===== config.mk =====
export PLATFORM = sky130hd
export DESIGN_NAME = alu_issue
export DESIGN_NICKNAME = d
export VERILOG_FILES = /design/src/rtl/alu_issue_pkg.sv /design/src/rtl/alu_issue_regfile.sv /design/src/rtl/alu_issue.sv
export SDC_FILE = /design/constraint.sdc
export NUM_CORES = 1
export LEC_CHECK = 0
export ABC_AREA = 0
export BUFFER_PORTS_ARGS = -buffer_cell sky130_fd_sc_hd__buf_4
export CAP_MARGIN = 20
export CORE_MARGIN = 1.5
export CORE_UTILIZATION = 45
export CTS_BUF_LIST = sky130_fd_sc_hd__clkbuf_16
export DETAILED_ROUTE_END_ITERATION = 10
export PLACE_DENSITY_LB_ADDON = 0.15
export SYNTH_ARGS = -nofsm -noshare
export SYNTH_HDL_FRONTEND = slang
export SYNTH_SLANG_ARGS = --single-unit

===== constraint.sdc =====
create_clock -name i_clk -period 4.5 [get_ports i_clk]
set_input_delay 0 -clock i_clk [delete_from_list [all_inputs] [get_ports i_clk]]
set_output_delay 0 -clock i_clk [all_outputs]
set_load 0.02 [all_outputs]

===== src/rtl/alu_issue_pkg.sv =====
// Shared types and constants for the ALU issue controller: state encoding,
// instruction field layout and a decode helper.
package alu_issue_pkg;

   localparam int DATA_W  = 12;
   localparam int OP_W    = 3;
   localparam int RADDR_W = 3;
   localparam int NREGS   = 8;
   localparam int INSTR_W = 12;

   localparam int OP_LSB  = 9;
   localparam int RD_LSB  = 6;
   localparam int RS1_LSB = 3;
   localparam int RS2_LSB = 0;

   typedef enum logic [1:0] {
      ST_IDLE = 2'd0,
      ST_EXEC = 2'd1,
      ST_WB   = 2'd2
   } state_t;

   typedef struct packed {
      logic [OP_W-1:0]    op;
      logic [RADDR_W-1:0] rd;
      logic [RADDR_W-1:0] rs1;
      logic [RADDR_W-1:0] rs2;
   } instr_t;

   function automatic instr_t decode(input logic [INSTR_W-1:0] w);
      instr_t d;
      d.op  = w[OP_LSB  +: OP_W];
      d.rd  = w[RD_LSB  +: RADDR_W];
      d.rs1 = w[RS1_LSB +: RADDR_W];
      d.rs2 = w[RS2_LSB +: RADDR_W];
      return d;
   endfunction

endpackage


===== src/rtl/alu_issue_regfile.sv =====
// 8x12 register file: two operand read ports, a debug read port and a single
// write port where the writeback path takes priority over an external load.
module alu_issue_regfile
   import alu_issue_pkg::*;
(
   input  logic               i_clk,
   input  logic               i_rst,
   input  logic               i_wb_en,
   input  logic [RADDR_W-1:0] i_wb_addr,
   input  logic [DATA_W-1:0]  i_wb_data,
   input  logic               i_ld_en,
   input  logic [RADDR_W-1:0] i_ld_addr,
   input  logic [DATA_W-1:0]  i_ld_data,
   input  logic [RADDR_W-1:0] i_ra_addr,
   output logic [DATA_W-1:0]  o_ra_data,
   input  logic [RADDR_W-1:0] i_rb_addr,
   output logic [DATA_W-1:0]  o_rb_data,
   input  logic [RADDR_W-1:0] i_dbg_addr,
   output logic [DATA_W-1:0]  o_dbg_data
);

   logic [DATA_W-1:0] r_mem [NREGS];

   assign o_ra_data  = r_mem[i_ra_addr];
   assign o_rb_data  = r_mem[i_rb_addr];
   assign o_dbg_data = r_mem[i_dbg_addr];

   // Per-entry write: a same-address load is dropped in favour of writeback
   always_ff @(posedge i_clk or posedge i_rst) begin
      if (i_rst) begin
         for (int i = 0; i < NREGS; i++) begin
            r_mem[i] <= {DATA_W{1'b0}};
         end
      end else begin
         for (int i = 0; i < NREGS; i++) begin
            if (i_wb_en && (i_wb_addr == RADDR_W'(i))) begin
               r_mem[i] <= i_wb_data;
            end else if (i_ld_en && (i_ld_addr == RADDR_W'(i))) begin
               r_mem[i] <= i_ld_data;
            end else begin
               r_mem[i] <= r_mem[i];
            end
         end
      end
   end

endmodule


===== src/rtl/alu_issue.sv =====
// Three-state issue controller: reads operands from the register file, drives
// an external combinational ALU, captures its result and writes it back.
module alu_issue
   import alu_issue_pkg::*;
(
   input  logic               i_clk,
   input  logic               i_rst,
   input  logic [INSTR_W-1:0] i_instr,
   input  logic               i_instr_valid,
   output logic               o_instr_ready,
   output logic [OP_W-1:0]    o_alu_op,
   output logic [DATA_W-1:0]  o_alu_op1,
   output logic [DATA_W-1:0]  o_alu_op2,
   input  logic [DATA_W-1:0]  i_alu_out,
   input  logic               i_ld_en,
   input  logic [RADDR_W-1:0] i_ld_addr,
   input  logic [DATA_W-1:0]  i_ld_data,
   output logic               o_done,
   output logic [RADDR_W-1:0] o_done_rd,
   output logic [DATA_W-1:0]  o_done_data,
   input  logic [RADDR_W-1:0] i_dbg_addr,
   output logic [DATA_W-1:0]  o_dbg_data
);

   state_t             r_state;
   logic [OP_W-1:0]    r_alu_op;
   logic [DATA_W-1:0]  r_alu_op1;
   logic [DATA_W-1:0]  r_alu_op2;
   logic [RADDR_W-1:0] r_rd;
   logic               r_done;
   logic [RADDR_W-1:0] r_done_rd;
   logic [DATA_W-1:0]  r_done_data;

   instr_t             w_dec;
   logic [DATA_W-1:0]  w_rs1_data;
   logic [DATA_W-1:0]  w_rs2_data;
   logic               w_wb_en;

   assign w_dec         = decode(i_instr);
   assign w_wb_en       = (r_state == ST_WB);
   assign o_instr_ready = (r_state == ST_IDLE);

   assign o_alu_op    = r_alu_op;
   assign o_alu_op1   = r_alu_op1;
   assign o_alu_op2   = r_alu_op2;
   assign o_done      = r_done;
   assign o_done_rd   = r_done_rd;
   assign o_done_data = r_done_data;

   alu_issue_regfile u_regfile (
      .i_clk      (i_clk),
      .i_rst      (i_rst),
      .i_wb_en    (w_wb_en),
      .i_wb_addr  (r_done_rd),
      .i_wb_data  (r_done_data),
      .i_ld_en    (i_ld_en),
      .i_ld_addr  (i_ld_addr),
      .i_ld_data  (i_ld_data),
      .i_ra_addr  (w_dec.rs1),
      .o_ra_data  (w_rs1_data),
      .i_rb_addr  (w_dec.rs2),
      .o_rb_data  (w_rs2_data),
      .i_dbg_addr (i_dbg_addr),
      .o_dbg_data (o_dbg_data)
   );

   // Issue FSM; the result register doubles as the writeback data and done_data
   always_ff @(posedge i_clk or posedge i_rst) begin
      if (i_rst) begin
         r_state     <= ST_IDLE;
         r_alu_op    <= {OP_W{1'b0}};
         r_alu_op1   <= {DATA_W{1'b0}};
         r_alu_op2   <= {DATA_W{1'b0}};
         r_rd        <= {RADDR_W{1'b0}};
         r_done      <= 1'b0;
         r_done_rd   <= {RADDR_W{1'b0}};
         r_done_data <= {DATA_W{1'b0}};
      end else begin
         case (r_state)
            ST_IDLE: begin
               r_done <= 1'b0;
               if (i_instr_valid) begin
                  r_alu_op  <= w_dec.op;
                  r_alu_op1 <= w_rs1_data;
                  r_alu_op2 <= w_rs2_data;
                  r_rd      <= w_dec.rd;
                  r_state   <= ST_EXEC;
               end else begin
                  r_state   <= ST_IDLE;
               end
            end
            ST_EXEC: begin
               r_done_data <= i_alu_out;
               r_done_rd   <= r_rd;
               r_done      <= 1'b1;
               r_state     <= ST_WB;
            end
            ST_WB: begin
               r_done  <= 1'b0;
               r_state <= ST_IDLE;
            end
            default: begin
               r_done  <= 1'b0;
               r_state <= ST_IDLE;
            end
         endcase
      end
   end

endmodule


== Word-level counts from Yosys, hierarchy flattened ==
Index checks and enable logic that the tools add are counted.

* Bits in registers: 144
* Word-level logic and storage cells: 94

* Multiplexer cells: 28
* Bitwise operators: 3
* Reductions and logical operators: 28
* Eq/ne operators: 16
* Magnitude comparators: 3

{| class="wikitable"
|+ Operators with widths
! cell !! count
|-
| 2-to-1 mux 12 bit || 22
|-
| binary-select mux 12 bit (select 3 bit) || 3
|-
| == test 3 bit (second input constant) || 8
|-
| logical AND 1 bit || 16
|-
| nonzero test 2 bit || 8
|-
| == test 3 x 2 -> 1 bit (second input constant) || 4
|-
| greater-or-equal comparator 4 bit (second input constant) || 3
|-
| NOT 3 -> 4 bit || 3
|-
| == test 3 x 1 -> 1 bit (second input constant) || 2
|-
| logical NOT 3 bit || 2
|-
| one-hot mux 2 bit (2 select lines) || 1
|-
| == test 2 x 1 -> 1 bit (second input constant) || 1
|-
| == test 2 bit (second input constant) || 1
|-
| logical NOT 2 bit || 1
|-
| 2-to-1 mux 1 bit || 2
|-
| AND reduction 2 bit || 1
|}

== Depth between registers and ports, before layout ==
Gate-level depths: netlist of the first run.

* Depth in word-level cells: 4
* Depth in mapped cells: 5
* Depth with buffers taken out: 3

== By module ==
Synthesis of the first run repeated with hierarchy kept, for this count alone.

* Cell total of the unflattened synthesis: 683
* Area total of the unflattened synthesis: 8,836.0 sq um

{| class="wikitable"
|+ Modules (own cells, without submodules)
! module !! area an instance (sq um) !! seq. area each (sq um) !! times used !! cells an instance
|-
| alu_issue_regfile || 6,984.2 || 2,402.3 || 1 || 578
|-
| alu_issue || 1,851.8 || 1,201.2 || 1 || 105
|}

== Least setup slack after synthesis of the first run ==
OpenSTA, ideal clock, no wires.

* Kind: flip-flop to flip-flop
* Start: register r_done_rd[1] (netlist: o_done_rd[1])
* End: register u_regfile.r_mem[84] (netlist bit)
* Slack: 2.927 ns
* Arrival: 1.445 ns
* Stages on the path, launching flop included: 5
* Clock period less this slack: 1.573 ns
* Cell sequence: dfrtp_1 nor3b_1 nand2_1 buf_2 mux2_1

* Longest elaborated chain between the ends: 3

{| class="wikitable"
|+ RTL lines
! what !! RTL line !! source
|-
| from (decl) || alu_issue.sv:31 || <nowiki>logic [RADDR_W-1:0] r_done_rd;</nowiki>
|-
| from (signal assigned) || alu_issue.sv:76 || <nowiki>r_done_rd <= {RADDR_W{1'b0}};</nowiki>
|-
| from (signal assigned) || alu_issue.sv:94 || <nowiki>r_done_rd <= r_rd;</nowiki>
|-
| logical NOT 3 bit (*) || alu_issue_regfile.sv:36 || <nowiki>if (i_wb_en && (i_wb_addr == RADDR_W'(i))) begin</nowiki>
|-
| logical AND 1 bit (*) || alu_issue_regfile.sv:36 ||
|-
| 2-to-1 mux 12 bit / nonzero test 2 bit (equally long branches) || n/a ||
|-
| to (signal, indexed assignment) || alu_issue_regfile.sv:37 || <nowiki>r_mem[i] <= i_wb_data;</nowiki>
|-
| to (signal, indexed assignment) || alu_issue_regfile.sv:39 || <nowiki>r_mem[i] <= i_ld_data;</nowiki>
|-
| to (signal, indexed assignment) || alu_issue_regfile.sv:41 || <nowiki>r_mem[i] <= r_mem[i];</nowiki>
|-
| to (decl) || alu_issue_regfile.sv:22 || <nowiki>logic [DATA_W-1:0] r_mem [NREGS];</nowiki>
|}

Every way passes the cells marked *; elsewhere a longest branch is shown, timed or not.
A chain may end at the register's enable or synchronous reset.

== Worst setup path after layout of the first run ==
* Start: register r_state[1]
* End: register u_regfile.r_mem[84] (netlist bit)

* Longest elaborated chain between the ends: 3

{| class="wikitable"
|+ RTL lines
! what !! RTL line !! source
|-
| from (decl) || alu_issue.sv:25 || <nowiki>state_t r_state;</nowiki>
|-
| from (signal assigned) || alu_issue.sv:70 || <nowiki>r_state <= ST_IDLE;</nowiki>
|-
| from (signal assigned) || alu_issue.sv:87 || <nowiki>r_state <= ST_EXEC;</nowiki>
|-
| from (signal assigned) || alu_issue.sv:89 || <nowiki>r_state <= ST_IDLE;</nowiki>
|-
| == test 2 bit (*) || alu_issue.sv:40 || <nowiki>assign w_wb_en = (r_state == ST_WB);</nowiki>
|-
| logical AND 1 bit (*) || alu_issue_regfile.sv:36 ||
|-
| 2-to-1 mux 12 bit / nonzero test 2 bit (equally long branches) || n/a ||
|}

Marks and branches as above.

==> impl_metrics.json, run 1 <==
{
  "critPathLaunch": "r_state[1]",
  "ys_seq_area_frac": 0.409,
  "drt_pass1_iterations": 4,
  "yosysWarnings": 0,
  "grt_pass1_vias": 6640,
  "gp_routability_congestion": 0.790,
  "syn_area_per_cell_um2": 13.2,
  "synthCells": 669,
  "slew_headroom": 0.252,
  "hold_ws_ns": 0.00739,
  "synthesis.nets": 715,
  "r2r_start": "r_state[1]",
  "start_util": 0.465,
  "h-tree-depth": 4,
  "grt_max_degree": 111,
  "endpoint_kind": "flip-flop",
  "worstHoldPathType": "in -> reg",
  "design_area_um2": 10600,
  "tightest_slew_ns": 1.12,
  "maxSlewViolCount": 0,
  "finalPower_mw": 6.73,
  "die_h_um": 143,
  "path_clk_slew_ns": 0.06,
  "num_rows": 50,
  "min_period_ns": 2.24,
  "root_buffer": "clkbuf_16",
  "portBuffers": 101,
  "finalHoldViolCount": 0,
  "final-setup-viol-count": 0,
  "cp_data_required_time_ns": 4.80,
  "dieArea_um2": 20400,
  "drc": 0,
  "power_density_nw_per_um2": 636,
  "n_antenna_cell": 0,
  "final_nets": 816,
  "yosysUniqueCellTypes": 27,
  "die_w_um": 143,
  "crit_fanout": 12,
  "critPathLaunchType": "flip-flop",
  "clock-sinks": 144,
  "dp_hpwl_um": 15400,
  "viasPerCell": 6.11,
  "syn_area_um2": 8810,
  "clockBufferDepth": 2,
  "async_flop_share": 1.00,
  "clock.fmax_mhz": 446,
  "fp.coreArea_um2": 19000,
  "final_util": 0.558,
  "crit_type": "reg -> reg",
  "grt_setup_unrepaired": "false",
  "synthFlopType": "dfrtp_1",
  "wl_um": 25500,
  "synth-seq-cells": 144,
  "drtAntennaViolNets": 0,
  "maxCapViolCount": 0,
  "drive_gt1_frac": 0.557,
  "grt_usage": 0.259,
  "synth_edf_count": 0,
  "ioPinCount": 102,
  "grt_overflow": 0,
  "drt-wirelength-per-cell_um": 24.5,
  "critPathArrivalTime_ns": 2.54,
  "finalCritPeriodShare": 0.498,
  "cts_buffers": 17,
  "antenna_found_initial": 0,
  "tns_ns": 0,
  "grt_pass1_wl_um": 38600,
  "p_leak_nw": 4.56,
  "postPlaceCellArea_um2": 9700,
  "dr_total_vias": 6357,
  "cts_tree": "built",
  "drt-initial-drc-count": 374,
  "areaGrowthSynthToFinish_pct": 20.1,
  "clock_skew_ns": 0.00979,
  "vdd.ir_drop.worst_uv": 301,
  "clk_latency_ns": 0.42,
  "hold_start": "i_ld_data[2]",
  "status": "finished, final reports clean"
}
## metrics by stage
| step | setup WS [ns] | std cells |
|---|---|---|
| after floorplan | 0.634 | 669 |
| after global placement | 2.46 | 986 |
| after detailed placement | 2.39 | 987 |
| after CTS | 2.36 | 1040 |
| after global routing | 2.23 | 1041 |
| final | 2.26 | 1041 |
## worst max-delay path: stages, from the launching register on
cell,delay (ns)
dfrtp_1,0.43
nor3b_1,0.45
nand2_1,0.69
mux2_1,0.54
## metal layers
layer / vias up / global-route usage / wire (um)
met2: 221 / 0.447 / 12800
met3: 57 / 0.0486 / 1370
met5: - / 0 / 0
li1: 2778 / - / -
met1: 3301 / 0.319 / 10500
met4: 0 / 0.106 / 825
## cell type report
class	instances	area [um2]
fill	1609	8370
clock inverter	13	196
inverter	2	12.5
timing repair buffer	131	1070
sequential	144	3600
tap	260	325
clock buffer	17	425
multi-input combinational	474	4950
## cells in the final DEF, fill, tap and decap left out, types with 17 or more instances in the layout
master / count
mux4_2: 24
dfrtp_1: 144
a22o_1: 24
mux2_2: 269
o31ai_1: 24
o22ai_1: 24
dlygate4sd3_1: 23
mux2i_1: 48
clkbuf_16: 17
buf_4: 106
nand2_1: 32
## state kept, by name, summed over array words and instances, names as in the netlist
register and count:
o_done_rd 3, r_state 2, o_alu_op 3, o_alu_op1 12
u_regfile.r_mem 96, o_alu_op2 12, o_done_data 12, r_rd 3
o_done 1
## cell families (layout without fill, tap and decap cells)
family / Yosys count / after routing / share of synthesized area
buffers and inverters: 51 / 163 / 0.0300
multiplexers: 345 / 345 / 0.465
AO/OA/AOI/OAI: 72 / 72 / 0.0614
flip-flops: 144 / 144 / 0.409
AND/OR/NAND/NOR: 57 / 57 / 0.0347
## worst paths after layout
| path | to | slack, ns | cells past startpoint |
|---|---|---|---|
| worst max register to register | u_regfile.r_mem[84] | 2.26 | 3 |
| max in group asynchronous | o_alu_op2[9] | 3.18 | 5 |
| worst min-delay path | u_regfile.r_mem[74] | 0.007 | 3 |
| min in group asynchronous | o_alu_op[1] | 0.07 | 3 |
| worst min register to register | o_alu_op2[10] | 0.48 | 2 |
| worst max-delay path | u_regfile.r_mem[84] | 2.26 | 3 |
## power breakdown
part / leakage [nW] / switching (mW) / internal, mW
clock network: 0.305 / 0.549 / 0.970
registers: 1.72 / 0.638 / 1.90
logic: 2.54 / 1.07 / 1.61
total: 4.56 / 2.25 / 4.47
## timing repair
action / 4_1_cts / 5_1_grt
setup buffers: 0 / 0
endpoints found under the hold margin: 139 / 0
hold buffers: 23 / 0
endpoints found under the setup margin: 0 / 0
resized for setup: 0 / 0
## synth_stat cells, types with 3 or more instances
library cell	count	area [um2]
clkbuf_1	14	52.6
nand4b_1	3	26.3
and4bb_1	3	37.5
mux2_1	4	45.0
mux2i_1	48	480
a22o_1	24	210
nand2_1	32	120
buf_4	6	45.0
mux2_2	269	3030
o22ai_1	24	150
nor2b_1	6	37.5
o31ai_1	24	180
mux4_2	24	541
dfrtp_1	144	3600
nor2_1	4	15.0
buf_2	25	125
No activity file was read; power rests on OpenSTA's default activity.
==> run 2: changes to the inputs <==
--- a/config.mk
+++ b/config.mk
@@ -5,7 +5,7 @@
 export SDC_FILE = /design/constraint.sdc
 export NUM_CORES = 1
 export LEC_CHECK = 0
-export ABC_AREA = 0
+export ABC_AREA = 1
 export BUFFER_PORTS_ARGS = -buffer_cell sky130_fd_sc_hd__buf_4
 export CAP_MARGIN = 20
 export CORE_MARGIN = 1.5
==> constraint.sdc (replaced) <==
create_clock -name i_clk -period 1.9 [get_ports i_clk]
set_input_delay 0 -clock i_clk [delete_from_list [all_inputs] [get_ports i_clk]]
set_output_delay 0 -clock i_clk [all_outputs]
set_load 0.02 [all_outputs]
==> run 2 against run 1 <==
Against the previous run:
- clock skew is 0.0054 ns higher
- die area rose by 4.7%
- combinational power grew 100%
- global-route usage grew 6.3 points
- setup slack lost 2.0 ns
- area after synthesis increased by 4.8%
- clock power rose by 130%
- count of clock-buffer cells in the layout unchanged
- synthesized cell count rose by 110%
- cell count up 71%
- critical endpoint is now o_dbg_data[7]
- highest routed layer unchanged
==> impl_metrics.json, run 2 <==
{
  "synthTopCellsByCount": "542 x nand2_1, 336 x nand3_1, 144 x dfrtp_1",
  "hold_ws_ns": 0.0221,
  "grt_pass1_wl_um": 53000,
  "p_sw_mw": 6.38,
  "wl_um": 33800,
  "tightest_slew_ns": 0.774,
  "design_area_um2": 11000,
  "p_comb_frac": 0.379,
  "antenna_found_initial": 1,
  "drtAntennaViolNets": 0,
  "critPathLaunchType": "flip-flop",
  "status": "finished, final reports clean",
  "min_period_ns": 1.65,
  "endpoint_kind": "output port",
  "yosysMostFrequentCell": "nand2_1",
  "regMostFlops": "u_regfile.r_mem",
  "final_cell_mix": "542 x nand2_1, 336 x nand3_1, 144 x dfrtp_1",
  "largest_register_ffs": 96,
  "p_leak_nw": 5.66,
  "yosys.area.top_type": "dfrtp_1",
  "final-setup-viol-count": 0,
  "critPathLaunch": "u_regfile.r_mem[79]",
  "drt_pass1_iterations": 6,
  "start_util": 0.458,
  "cp_data_required_time_ns": 1.90,
  "grt_setup_unrepaired": "false",
  "final_common_cell": "nand2_1",
  "drt-initial-drc-count": 1472,
  "r2r_start": "r_state[0]",
  "yosysWarnings": 0,
  "synth.top_cell.area_share": 0.390,
  "clockBufferDepth": 2,
  "drive_gt1_frac": 0.126,
  "grt_overflow": 0,
  "gp_routability_congestion": 0.899,
  "async_flop_share": 1.00,
  "root_buffer": "clkbuf_16",
  "viasPerCell": 5.63,
  "p_int_mw": 7.99,
  "swShare": 0.444,
  "slew_headroom": 0.484,
  "cts_buffers": 17,
  "clock.fmax_mhz": 606,
  "h-tree-depth": 4,
  "critPathArrivalTime_ns": 1.65,
  "grt_max_degree": 56,
  "clk_latency_ns": 0.44,
  "ys_seq_area_frac": 0.390,
  "grt_usage": 0.322,
  "synth_edf_count": 0,
  "crit_fanout": 3,
  "dp_hpwl_um": 23900,
  "dr_total_vias": 9985,
  "synth.area.top_cells": "dfrtp_1 39%, nand2_1 22%, nand3_1 18%",
  "final_cells": 1775,
  "clock_skew_ns": 0.0152,
  "synth-seq-cells": 144,
  "grt_pass1_vias": 8981,
  "syn_area_um2": 9230,
  "drt-wirelength-per-cell_um": 19.0,
  "maxCapViolCount": 0,
  "num_rows": 52,
  "dieArea_um2": 21400,
  "worstHoldPathType": "in -> reg",
  "die_w_um": 146,
  "crit_type": "reg -> out",
  "synthesis.nets": 1463,
  "synthFlopType": "dfrtp_1",
  "final_nets": 1537,
  "syn_area_per_cell_um2": 6.52,
  "postPlaceCellArea_um2": 10100,
  "vdd.ir_drop.worst_uv": 802,
  "areaGrowthSynthToFinish_pct": 19.2,
  "seqPwrFrac": 0.381,
  "finalHoldViolCount": 0,
  "ioPinCount": 102,
  "fillers": 2016,
  "drc": 0,
  "clock-sinks": 144,
  "finalCritPeriodShare": 0.868,
  "portBuffers": 101,
  "tns_ns": 0,
  "dp_cells": 1710,
  "synthCells": 1417,
  "fp.coreArea_um2": 20200,
  "path_clk_slew_ns": 0.07,
  "power_density_nw_per_um2": 1310,
  "p_clk_frac": 0.240,
  "cts_tree": "built",
  "maxSlewViolCount": 0,
  "yosysUniqueCellTypes": 18,
  "die_h_um": 146,
  "hold_start": "i_instr[5]"
}
## run 2: cell count changes after synthesis, moves of 48 or more
cell     delta
o21ai_0    +51
inv_1     +118
mux2_2    -269
a21oi_1    +48
nand3_1   +334
nand2_1   +510
mux2i_1    -48
## run 2: worst max-delay path, cell delays in order (launching register included)
cell	delay (ns)
dfrtp_1	0.44
inv_1	0.12
a21oi_1	0.12
o21ai_0	0.09
nand2_1	0.08
nand2_1	0.04
nand2_1	0.15
buf_4	0.17
## run 2: layout make-up
cell class	instances	area [um2]	area share
inverters	125	473	0.0430
clock inverters	15	166	0.0151
diodes	1	2.50	0.000227
repair buffers	171	1410	0.128
flip-flops and latches	144	3600	0.327
well taps	270	338	0.0307
clock buffers	17	425	0.0386
multi-input cells	1032	4590	0.417
## run 2: logic make-up after synthesis
| kind of cell | Yosys count | synth area share |
|---|---|---|
| AND/OR/NAND/NOR | 909 | 0.424 |
| flip-flops | 144 | 0.390 |
| AO/OA/AOI/OAI | 123 | 0.0732 |
| buffers and inverters | 241 | 0.113 |
## run 2: layer usage
layer  wire (um)  part of all wire  track usage
met1       14600              0.43        0.478
met5           0                 0            0
met4         692             0.020       0.0914
met3        3500              0.10       0.0547
met2       15000              0.44        0.482
## run 2: final timing paths
check	slack [ns]	cells past startpoint	to
worst max-delay path	0.25	7	o_dbg_data[7]
worst min-delay path	0.02	4	o_alu_op1[1]
worst max register to register	0.37	6	u_regfile.r_mem[88]
worst min register to register	0.48	2	r_rd[1]
max in group asynchronous	0.89	4	o_alu_op2[5]
min in group asynchronous	0.23	3	u_regfile.r_mem[78]
## run 2: stage by stage
stage / setup WS, ns / power, mW / util
4_1_cts: 0.267 / 14.2 / 0.546
6_report: 0.251 / 14.4 / 0.546
5_1_grt: 0.0865 / 15.2 / 0.546
3_3_place_gp: 0.444 / 10.6 / 0.501
3_5_place_dp: 0.389 / 10.7 / 0.501
2_1_floorplan: 0.0950 / 8.51 / -
## run 2: what timing repair did
action | CTS | global route
buffers inserted | 0 | 0
endpoints found under the hold margin | 139 | 0
endpoints found under the setup margin | 0 | 0
hold buffers | 32 | 0
gates resized for setup | 0 | 0
## run 2: power by group through the flow
stage | clock, mW | combinational [mW] | sequential, mW
6_report | 3.45 | 5.44 | 5.48
3_3_place_gp | 0 | 5.18 | 5.42
2_1_floorplan | 0 | 3.28 | 5.23
3_5_place_dp | 0 | 5.24 | 5.44
4_1_cts | 3.49 | 5.33 | 5.40
5_1_grt | 3.61 | 6.03 | 5.58
==> run 3: changes to the inputs <==
--- a/config.mk
+++ b/config.mk
@@ -8,8 +8,10 @@
 export ABC_AREA = 1
 export BUFFER_PORTS_ARGS = -buffer_cell sky130_fd_sc_hd__buf_4
 export CAP_MARGIN = 20
+export CELL_PAD_IN_SITES_DETAIL_PLACEMENT = 0
+export CELL_PAD_IN_SITES_GLOBAL_PLACEMENT = 1
 export CORE_MARGIN = 1.5
-export CORE_UTILIZATION = 45
+export CORE_UTILIZATION = 33
 export CTS_BUF_LIST = sky130_fd_sc_hd__clkbuf_16
 export DETAILED_ROUTE_END_ITERATION = 10
 export PLACE_DENSITY_LB_ADDON = 0.15
==> run 3 against run 2 <==
Against the previous run:
- clock power hardly changed
- cell count up 6.3%
- utilization down 14 points
- register-to-register slack about the same
- clock skew shrank 0.00090 ns
- final area up 2.0%
- non-clock buffer count increased by 4
- via count shrank 3.1%
- setup slack better by 0.0022 ns
- die area grew 36%
- critical path depth did not move
- total power is 0.62% higher
- critical path type unchanged
==> impl_metrics.json, run 3 (synthesized netlist as in run 2, its figures left out) <==
{
  "status": "finished, final reports clean",
  "reg2reg_depth": 5,
  "final_nets": 1541,
  "crit_type": "reg -> out",
  "p_sw_mw": 6.45,
  "final-setup-viol-count": 0,
  "antenna_found_initial": 0,
  "hold_start": "i_instr[2]",
  "maxCapViolCount": 0,
  "finalHoldViolCount": 0,
  "clk_latency_ns": 0.44,
  "p_comb_frac": 0.381,
  "endpoint_kind": "output port",
  "swShare": 0.446,
  "grt_overflow": 0,
  "p_clk_frac": 0.240,
  "final_util": 0.407,
  "seqPwrFrac": 0.379,
  "r2r_end": "u_regfile.r_mem[64]",
  "tns_ns": 0,
  "drive_gt1_frac": 0.129,
  "wl_um": 36500,
  "p_int_mw": 8.01,
  "die_h_um": 170,
  "tightest_slew_ns": 0.684,
  "critPathArrivalTime_ns": 1.65,
  "dieArea_um2": 29000,
  "cts_tree": "built",
  "regMostFlops": "u_regfile.r_mem",
  "dr_total_vias": 9674,
  "n_antenna_cell": 0,
  "min_period_ns": 1.65,
  "ioPinCount": 102,
  "min_path_cells": 4,
  "hold_end": "o_alu_op2[0]",
  "drt_pass1_iterations": 5,
  "finalCritPeriodShare": 0.867,
  "critPathLaunchType": "flip-flop",
  "drt-initial-drc-count": 933,
  "postPlaceCellArea_um2": 10300,
  "final_common_cell": "nand2_1",
  "grt_setup_unrepaired": "false",
  "clock.fmax_mhz": 607,
  "die_w_um": 170,
  "path_clk_slew_ns": 0.07,
  "crit_fanout": 3,
  "viasPerCell": 5.13,
  "portBuffers": 101,
  "grt_max_degree": 50,
  "design_area_um2": 11200,
  "ctsHoldBuffers": 31,
  "power_density_nw_per_um2": 1290,
  "cp_data_required_time_ns": 1.90,
  "slew_headroom": 0.544,
  "largest_register_ffs": 96,
  "drt-wirelength-per-cell_um": 19.3,
  "final_cell_mix": "542 x nand2_1, 336 x nand3_1, 144 x dfrtp_1",
  "gp_routability_congestion": 0.814,
  "drtAntennaViolNets": 0,
  "areaGrowthSynthToFinish_pct": 21.7,
  "p_leak_nw": 5.70,
  "clock_skew_ns": 0.0143,
  "drc": 0,
  "root_buffer": "clkbuf_16",
  "grt_usage": 0.258,
  "dp_hpwl_um": 26300,
  "reg2reg_slack_ns": 0.37,
  "clockBufferDepth": 2,
  "fp.coreArea_um2": 27600,
  "maxSlewViolCount": 0,
  "r2r_start": "o_done_rd[1]",
  "h-tree-depth": 4,
  "vdd.ir_drop.worst_uv": 530,
  "worstHoldPathType": "in -> reg",
  "start_util": 0.334,
  "ctsResizeCount": 0,
  "grt_pass1_vias": 8425,
  "cts_buffers": 17,
  "clock-sinks": 144,
  "grt_pass1_wl_um": 55300,
  "cts_setup_buffers": 0,
  "preCtsSetupSlack_ns": 0.345,
  "num_rows": 61,
  "fin_ws_ns": 0.253
}
run 3: cell types whose count changed in the layout (fill, tap and decap cells not counted):
| cell | delta |
|---|---|
| buf_12 | +5 |
| clkinv_2 | +1 |
| clkinv_4 | -2 |
| clkinv_8 | +1 |
| diode_2 | -1 |
| dlygate4sd3_1 | -1 |
| inv_6 | +1 |
| inv_8 | -1 |
run 3: layout make-up:
cell class              count  area (um2)
multi-input cells        1032        4590
clock inverters            15         168
inverters                 125         473
well taps                 378         473
repair buffers            175        1500
fillers                  2967       16400
clock buffers              17         425
flip-flops and latches    144        3600
run 3: critical path, cell delays in order, from the launching register on:
cell and delay (ns):
dfrtp_1 0.38, inv_1 0.19, a21oi_1 0.09, o21ai_0 0.11, nand2_1 0.07, nand2_1 0.06
nand2_1 0.12, buf_4 0.19
run 3: power by group through the flow:
stage / sequential [mW] / combinational, mW / clock, mW
5_1_grt: 5.61 / 6.13 / 3.67
3_3_place_gp: 5.45 / 5.39 / 0
4_1_cts: 5.43 / 5.47 / 3.53
6_report: 5.48 / 5.51 / 3.47
3_5_place_dp: 5.49 / 5.39 / 0
2_1_floorplan: 5.23 / 3.28 / 0
run 3: stage by stage:
stage / hold slack, ns / std cells / power [mW]
final: 0.0199 / 1886 / 14.5
after global routing: 0.0156 / 1886 / 15.4
after CTS: 0.00460 / 1886 / 14.4
after detailed placement: 0.0780 / 1823 / 10.9
after global placement: 0.0774 / 1823 / 10.8
after floorplan: 0.110 / 1417 / 8.51
run 3: worst max path at each step:
stage / end / slack [ns] / from / cells past startpoint
4_1_cts: o_dbg_data[9] / 0.24 / u_regfile.r_mem[81] / 7
5_1_grt: o_dbg_data[1] / 0.13 / u_regfile.r_mem[13] / 7
3_3_place_gp: u_regfile.r_mem[62] / 0.35 / o_done_rd[1] / 5
6_report: o_dbg_data[9] / 0.25 / u_regfile.r_mem[21] / 7
3_5_place_dp: u_regfile.r_mem[64] / 0.34 / o_done_rd[1] / 5
2_1_floorplan: o_alu_op1[0] / 0.09 / i_rst / 1
run 3: metal layers:
| layer | wire length [um] | global-route usage | part of all wire |
|---|---|---|---|
| met4 | 497 | 0.0585 | 0.014 |
| met5 | 0 | 0 | 0 |
| met1 | 17400 | 0.399 | 0.48 |
| met3 | 2630 | 0.0337 | 0.072 |
| met2 | 15900 | 0.377 | 0.44 |
